--- src/rtl/nibble_add_sched.sv ---
// Two-requester sequencer that time-shares one SLICE-bit adder to perform WIDTH-bit
// additions LSB-slice first, chaining the carry through a register.
module nibble_add_sched #(
  parameter int WIDTH = 16,
  parameter int SLICE = 4
) (
  input  logic             clk,
  input  logic             reset,
  input  logic             req0_valid,
  output logic             req0_ready,
  input  logic [WIDTH-1:0] req0_a,
  input  logic [WIDTH-1:0] req0_b,
  input  logic             req1_valid,
  output logic             req1_ready,
  input  logic [WIDTH-1:0] req1_a,
  input  logic [WIDTH-1:0] req1_b,
  output logic [SLICE-1:0] add_a,
  output logic [SLICE-1:0] add_b,
  output logic             add_cin,
  input  logic [SLICE-1:0] add_sum,
  input  logic             add_cout,
  output logic             rsp_valid,
  input  logic             rsp_ready,
  output logic             rsp_id,
  output logic [WIDTH-1:0] rsp_sum,
  output logic             rsp_cout
);
  localparam int N  = WIDTH / SLICE;
  localparam int KW = (N > 1) ? $clog2(N) : 1;

  typedef enum logic [1:0] {IDLE, RUN, RESP} state_t;

  typedef struct packed {
    logic                       id;
    logic [N-1:0][SLICE-1:0]    a;
    logic [N-1:0][SLICE-1:0]    b;
  } op_t;

  state_t                  st;
  op_t                     op;
  logic                    ptr;
  logic [KW-1:0]           k;
  logic                    carry;
  logic [N-1:0][SLICE-1:0] res;
  logic                    idle, run, acc;

  // Round-robin pointer only breaks ties; a lone requester always wins.
  assign idle       = (st == IDLE) & ~reset;
  assign run        = (st == RUN);
  assign req0_ready = idle & req0_valid & (~req1_valid | ~ptr);
  assign req1_ready = idle & req1_valid & (~req0_valid |  ptr);
  assign acc        = req0_ready | req1_ready;

  assign add_a   = run ? op.a[k] : '0;
  assign add_b   = run ? op.b[k] : '0;
  assign add_cin = run & (k != '0) & carry;

  // Response fields are forced to zero outside RESP so partial sums never leak.
  assign rsp_valid = (st == RESP);
  assign rsp_sum   = rsp_valid ? res : '0;
  assign rsp_cout  = rsp_valid & carry;
  assign rsp_id    = rsp_valid & op.id;

  always_ff @(posedge clk or posedge reset) begin
    if (reset) begin
      st    <= IDLE;
      op    <= '0;
      ptr   <= 1'b0;
      k     <= '0;
      carry <= 1'b0;
      res   <= '0;
    end else begin
      unique case (st)
        IDLE: if (acc) begin
          op.id <= req1_ready;
          op.a  <= req1_ready ? req1_a : req0_a;
          op.b  <= req1_ready ? req1_b : req0_b;
          ptr   <= req0_ready;
          k     <= '0;
          carry <= 1'b0;
          st    <= RUN;
        end
        RUN: begin
          res[k] <= add_sum;
          carry  <= add_cout;
          k      <= k + 1'b1;
          if (k == KW'(N - 1)) st <= RESP;
        end
        RESP: if (rsp_ready) st <= IDLE;
        default: st <= IDLE;
      endcase
    end
  end
endmodule

--- config.mk ---
export PLATFORM = sky130hd
export DESIGN_NAME = nibble_add_sched
export DESIGN_NICKNAME = d
export VERILOG_FILES = /design/src/rtl/nibble_add_sched.sv
export SDC_FILE = /design/constraint.sdc
export NUM_CORES = 1
export LEC_CHECK = 0
export CAP_MARGIN = 40
export CORE_UTILIZATION = 47
export CTS_CLUSTER_SIZE = 16
export DETAILED_ROUTE_END_ITERATION = 7
export PLACE_DENSITY = 0.9
export SYNTH_ARGS = -nofsm -noshare
export SYNTH_HDL_FRONTEND = slang
export SYNTH_SLANG_ARGS = --single-unit
--- constraint.sdc ---
create_clock -name clk -period 1.8 [get_ports clk]
set_input_delay 0.27 -clock clk [delete_from_list [all_inputs] [get_ports clk]]
set_output_delay 0.27 -clock clk [all_outputs]
set_load 0.1 [all_outputs]
# Yosys cells after proc, flatten, opt, wreduce, memory -nomap -nowiden
# Cells that the tools add are included.
# classes
addsub	1
multipliers	0
n_div	0
order_cmp	2
eq_ne	6
shifts	0
n_mux	20
n_bitwise	16
reduce_logical	7
# ops
cell	count
2-to-1 mux 16 bit	3
2-to-1 mux 4 bit	5
binary-select mux 4 bit (select 2 bit)	2
bitwise mux 16 bit	1
bitwise AND 1 bit	9
demux 4 bit (select 2 bit)	1
2-to-1 mux 2 bit	4
one-hot mux 2 bit (3 select lines)	1
== test 2 bit (second input constant)	2
!= test 2 x 1 -> 1 bit (second input constant)	2
inverter 1 bit	4
one-hot mux 2 bit (2 select lines)	1
AND reduction 2 bit	2
nonzero test 2 bit	2
< comparator 2 x 3 -> 1 bit (second input constant)	1
OR 1 bit	3
AND reduction 3 bit	1
adder 2 x 1 -> 2 bit (second input constant)	1
== test 2 x 1 -> 1 bit (second input constant)	1
greater-or-equal comparator 2 x 1 -> 1 bit (second input constant)	1
zero test 2 bit	1
!= test 2 bit (second input constant)	1
one-hot mux 1 bit (2 select lines)	1
logical AND 1 bit	1
2-to-1 mux 1 bit	1
# totals
regBits	55
latchBits	0
ramBits	0
rom_bits	0
in_bits	74
out_inout_bits	30
word_cells	69
n_memories	0

# Longest topological paths before layout
# depth
depth_word	7
depth_mapped	6
mapped_depth_nobuf	4

# Worst setup path before layout
# Ideal clock, no wire load.
# synth_path
path_kind	register to output
start	reg k[0]
end	out add_cin
arrival_time_ps	3146
required_time_ps	1530
path_slack_ps	-1616
path_stages_with_launch	5
path_cell_list	dfrtp_1 > buf_2 > inv_1 > ha_1 > nor3b_1
# synth_via
elab_chain_len	3
# synth_rtl
item	line	source
from (decl)	42	logic [KW-1:0] k;
from (signal assigned)	86	k <= k + 1'b1;
nonzero test 2 bit	56	assign add_cin = run & (k != '0) & carry;
bitwise AND 1 bit (2 in series)	56	
to (decl)	19	output logic add_cin,
# No other way between the ends.

# Worst setup path in the final report
# layout_path
start	reg k[0]
end	out add_a[1]
# layout_via
elab_chain_len	3
# layout_rtl
item	line	source
binary-select mux 4 bit (select 2 bit)	54	assign add_a = run ? op.a[k] : '0;
2-to-1 mux 4 bit (not written as such)	54	
2-to-1 mux 4 bit	54	
to (decl)	17	output logic [SLICE-1:0] add_a,
# No other way between the ends. The select of a mux whose other input is x is not followed.

==> flow_summary.json <==
{
  "start_util": 0.484,
  "post-dp-hpwl_mm": 6.52,
  "min_period_over_period": 1.10,
  "drtPass1Iterations": 4,
  "failed_checks": "setup timing",
  "core_area_sq_um": 6760,
  "r2r_start": "st[1]",
  "hold_path_class": "input port to async pin",
  "synthTopCellsByCount": "dfrtp_1, a21oi_1, a31oi_1, nand4_1, o31ai_2",
  "antenna_found_initial": 0,
  "critPathCaptureType": "output port",
  "yosysTopAreaCell": "dfrtp_1",
  "cp_data_required_time_ns": 1.53,
  "synth_nets": 389,
  "worst_setup_path_start_kind": "flip-flop",
  "worstReg2RegEnd": "op[23]",
  "clock_path_buffers": 2,
  "synth_area_leaders": "dfrtp_1, o31ai_2, a31oi_1",
  "grt_pass1_wl_mm": 14.9,
  "p_comb_frac": 0.669,
  "io_buffers": 103,
  "cts_tree": "built",
  "avgRoutedWirePerCell_um": 18.9,
  "synth-seq-area-share": 0.421,
  "cts.sinks": 55,
  "period_needed_ns": 1.98,
  "area_growth_pct": 55.1,
  "yosysMostFrequentCell": "dfrtp_1",
  "synth_edf_count": 0,
  "seqPwrFrac": 0.252,
  "num_vias": 3043,
  "drive_above_1_share": 0.349,
  "max_freq_mhz": 504,
  "p_switching_uw": 4220,
  "place.gp.congestion": 0.833,
  "rsz0062_at_grt": "yes",
  "status": "finished with violations",
  "final-hold-violation-count": 0,
  "leakagePower_uw": 0.00195,
  "power.density_nw_per_um2": 1750,
  "layout.nets": 494,
  "layout.cells.non_filler": 496,
  "first_iter_violations": 243,
  "synth.top_cell.area_share": 0.421,
  "worstMarginPinSlew_ns": 0.477,
  "ff2ff_setup_slack_ns": 0.11,
  "sw_frac_of_total": 0.475,
  "peakVddDrop_v": 0.00149,
  "ys.flop_type": "dfrtp_1",
  "avgSynthCellArea_sq_um": 10.5,
  "syn_area_sq_um": 3270,
  "antenna_cells": 0,
  "arrival_ns": 1.71,
  "finalMaxSlewViolations": 0,
  "clk_pin_slew_worst_paths_ns": 0.10,
  "synthCells": 311,
  "final_antenna_net_count": 0,
  "fin_skew_ns": 0.0161,
  "setup_slack_ns": -0.184,
  "ys_types": 32,
  "power.share.clock": 0.079,
  "dp.cells": 481,
  "grt_max_degree": 39,
  "cp_max_fo": 5,
  "fill_cells": 421,
  "grt_pass1_vias": 3032,
  "cell_internal_pwr_uw": 4660,
  "rows": 30,
  "ys_ff_latch": 55,
  "cts_buffers": 5,
  "htreeDepth": 2,
  "r2r_cells": 6,
  "ioPinCount": 104,
  "crit_path_start": "k[0]",
  "die_w_um": 85.4,
  "final-setup-viol-count": 19,
  "tns_ns": -1.66,
  "crit_path_end": "add_a[1]",
  "drv_cap": 0,
  "routed_wl_mm": 9.37,
  "die_area_sq_um": 7290,
  "async_flop_share": 1.00,
  "via_per_inst": 6.14,
  "fp.dieH_um": 85.4,
  "criticalPathCategory": "flip-flop to output port",
  "cts-root-buf": "clkbuf_8",
  "cts_hold_buffers": 0,
  "ys_warn_count": 0,
  "post-route-drc-count": 0,
  "overflow": 0,
  "insertion_delay_ns": 0.32,
  "relSlewSlack": 0.682,
  "grt_usage": 0.264
}
[flip-flops by register name, summed over array words and instances (netlist names)]
| name | cells |
|---|---|
| op | 33 |
| res | 16 |
| k | 2 |
| st | 2 |
| carry | 1 |
| ptr | 1 |
[stage by stage]
| stage | instance area, sq um | power [uW] | hold slack (ns) | worst slack (ns) | utilization |
|---|---|---|---|---|---|
| 2_1_floorplan | 3340 | 5890 | 0.379 | -0.131 | - |
| 3_3_place_gp | 4840 | 7660 | 0.467 | -0.102 | 0.717 |
| 3_5_place_dp | 4840 | 7850 | 0.475 | -0.211 | 0.717 |
| 4_1_cts | 5040 | 8860 | 0.455 | -0.223 | 0.746 |
| 5_1_grt | 5070 | 9280 | 0.468 | -0.240 | 0.751 |
| 6_report | 5070 | 8880 | 0.442 | -0.184 | 0.751 |
[worst min path at each step]
stage          startpoint     end  slack (ns)  cells past startpoint
6_report            reset    k[1]        0.44                      4
5_1_grt             reset    k[1]        0.47                      4
4_1_cts             reset    k[0]        0.45                      4
3_5_place_dp       res[1]  res[1]        0.47                      1
3_3_place_gp       res[2]  res[2]        0.47                      1
2_1_floorplan   rsp_ready   st[1]        0.38                      1
[power by group through the flow]
| stage | clock network (uW) | registers, uW | logic [uW] |
|---|---|---|---|
| after floorplan | 0 | 2100 | 3790 |
| after global placement | 0 | 2180 | 5480 |
| after detailed placement | 0 | 2220 | 5640 |
| after CTS | 705 | 2190 | 5960 |
| after global routing | 758 | 2290 | 6230 |
| final | 702 | 2230 | 5950 |
[worst max-delay path, cell delays in order (launching register included)]
cell and delay (ns):
dfrtp_1 0.39, buf_6 0.16, mux4_2 0.51, and2_4 0.17, buf_12 0.16
[layout make-up]
| type | instances | area, sq um | area share |
|---|---|---|---|
| Timing Repair Buffer | 136 | 1680 | 0.330 |
| Inverter | 7 | 32.5 | 0.00642 |
| Clock inverter | 1 | 5.00 | 0.000987 |
| Multi-Input combinational cell | 211 | 1800 | 0.355 |
| Clock buffer | 6 | 82.6 | 0.0163 |
| Tap cell | 80 | 100 | 0.0197 |
| Sequential cell | 55 | 1380 | 0.271 |
[layer usage]
metal  global-route usage  part of all wire
met2                0.456              0.52
met1                0.330              0.38
met4               0.0939             0.022
met3               0.0496             0.083
met5                    0                 0
[cells by family (layout without fill, tap and decap cells)]
| logic type | after synthesis | count (layout) | share of synthesized area |
|---|---|---|---|
| AND/OR/NAND/NOR | 79 | 79 | 0.145 |
| multiplexers | 24 | 24 | 0.110 |
| flip-flops | 55 | 55 | 0.421 |
| adder cells (fa/ha/maj) | 4 | 4 | 0.0153 |
| AO/OA/AOI/OAI | 104 | 104 | 0.241 |
| buffers and inverters | 45 | 150 | 0.0670 |
[cells in the final DEF, fill, tap and decap left out, types with 2 or more instances in the layout]
cell type,n
nand2_1,8
nand4_1,32
nand2b_1,2
clkdlybuf4s50_1,73
nor2b_4,2
clkbuf_8,6
dfrtp_1,55
nor2_4,2
o31ai_1,5
o31ai_2,28
o21ai_1,3
buf_12,35
a31oi_1,32
inv_1,3
ha_1,3
mux2_1,16
a21oi_1,32
and2_4,25
inv_2,2
buf_6,9
buf_4,19
mux4_2,8
[repair_timing]
action                                  in CTS  in global routing
setup buffers                                5                  1
hold endpoints to repair                     0                  0
pin swaps                                    3                 21
gates cloned                                 2                  2
endpoints found under the setup margin      29                 29
resized for setup                           16                 21
Power figures use the tool's default switching activity.
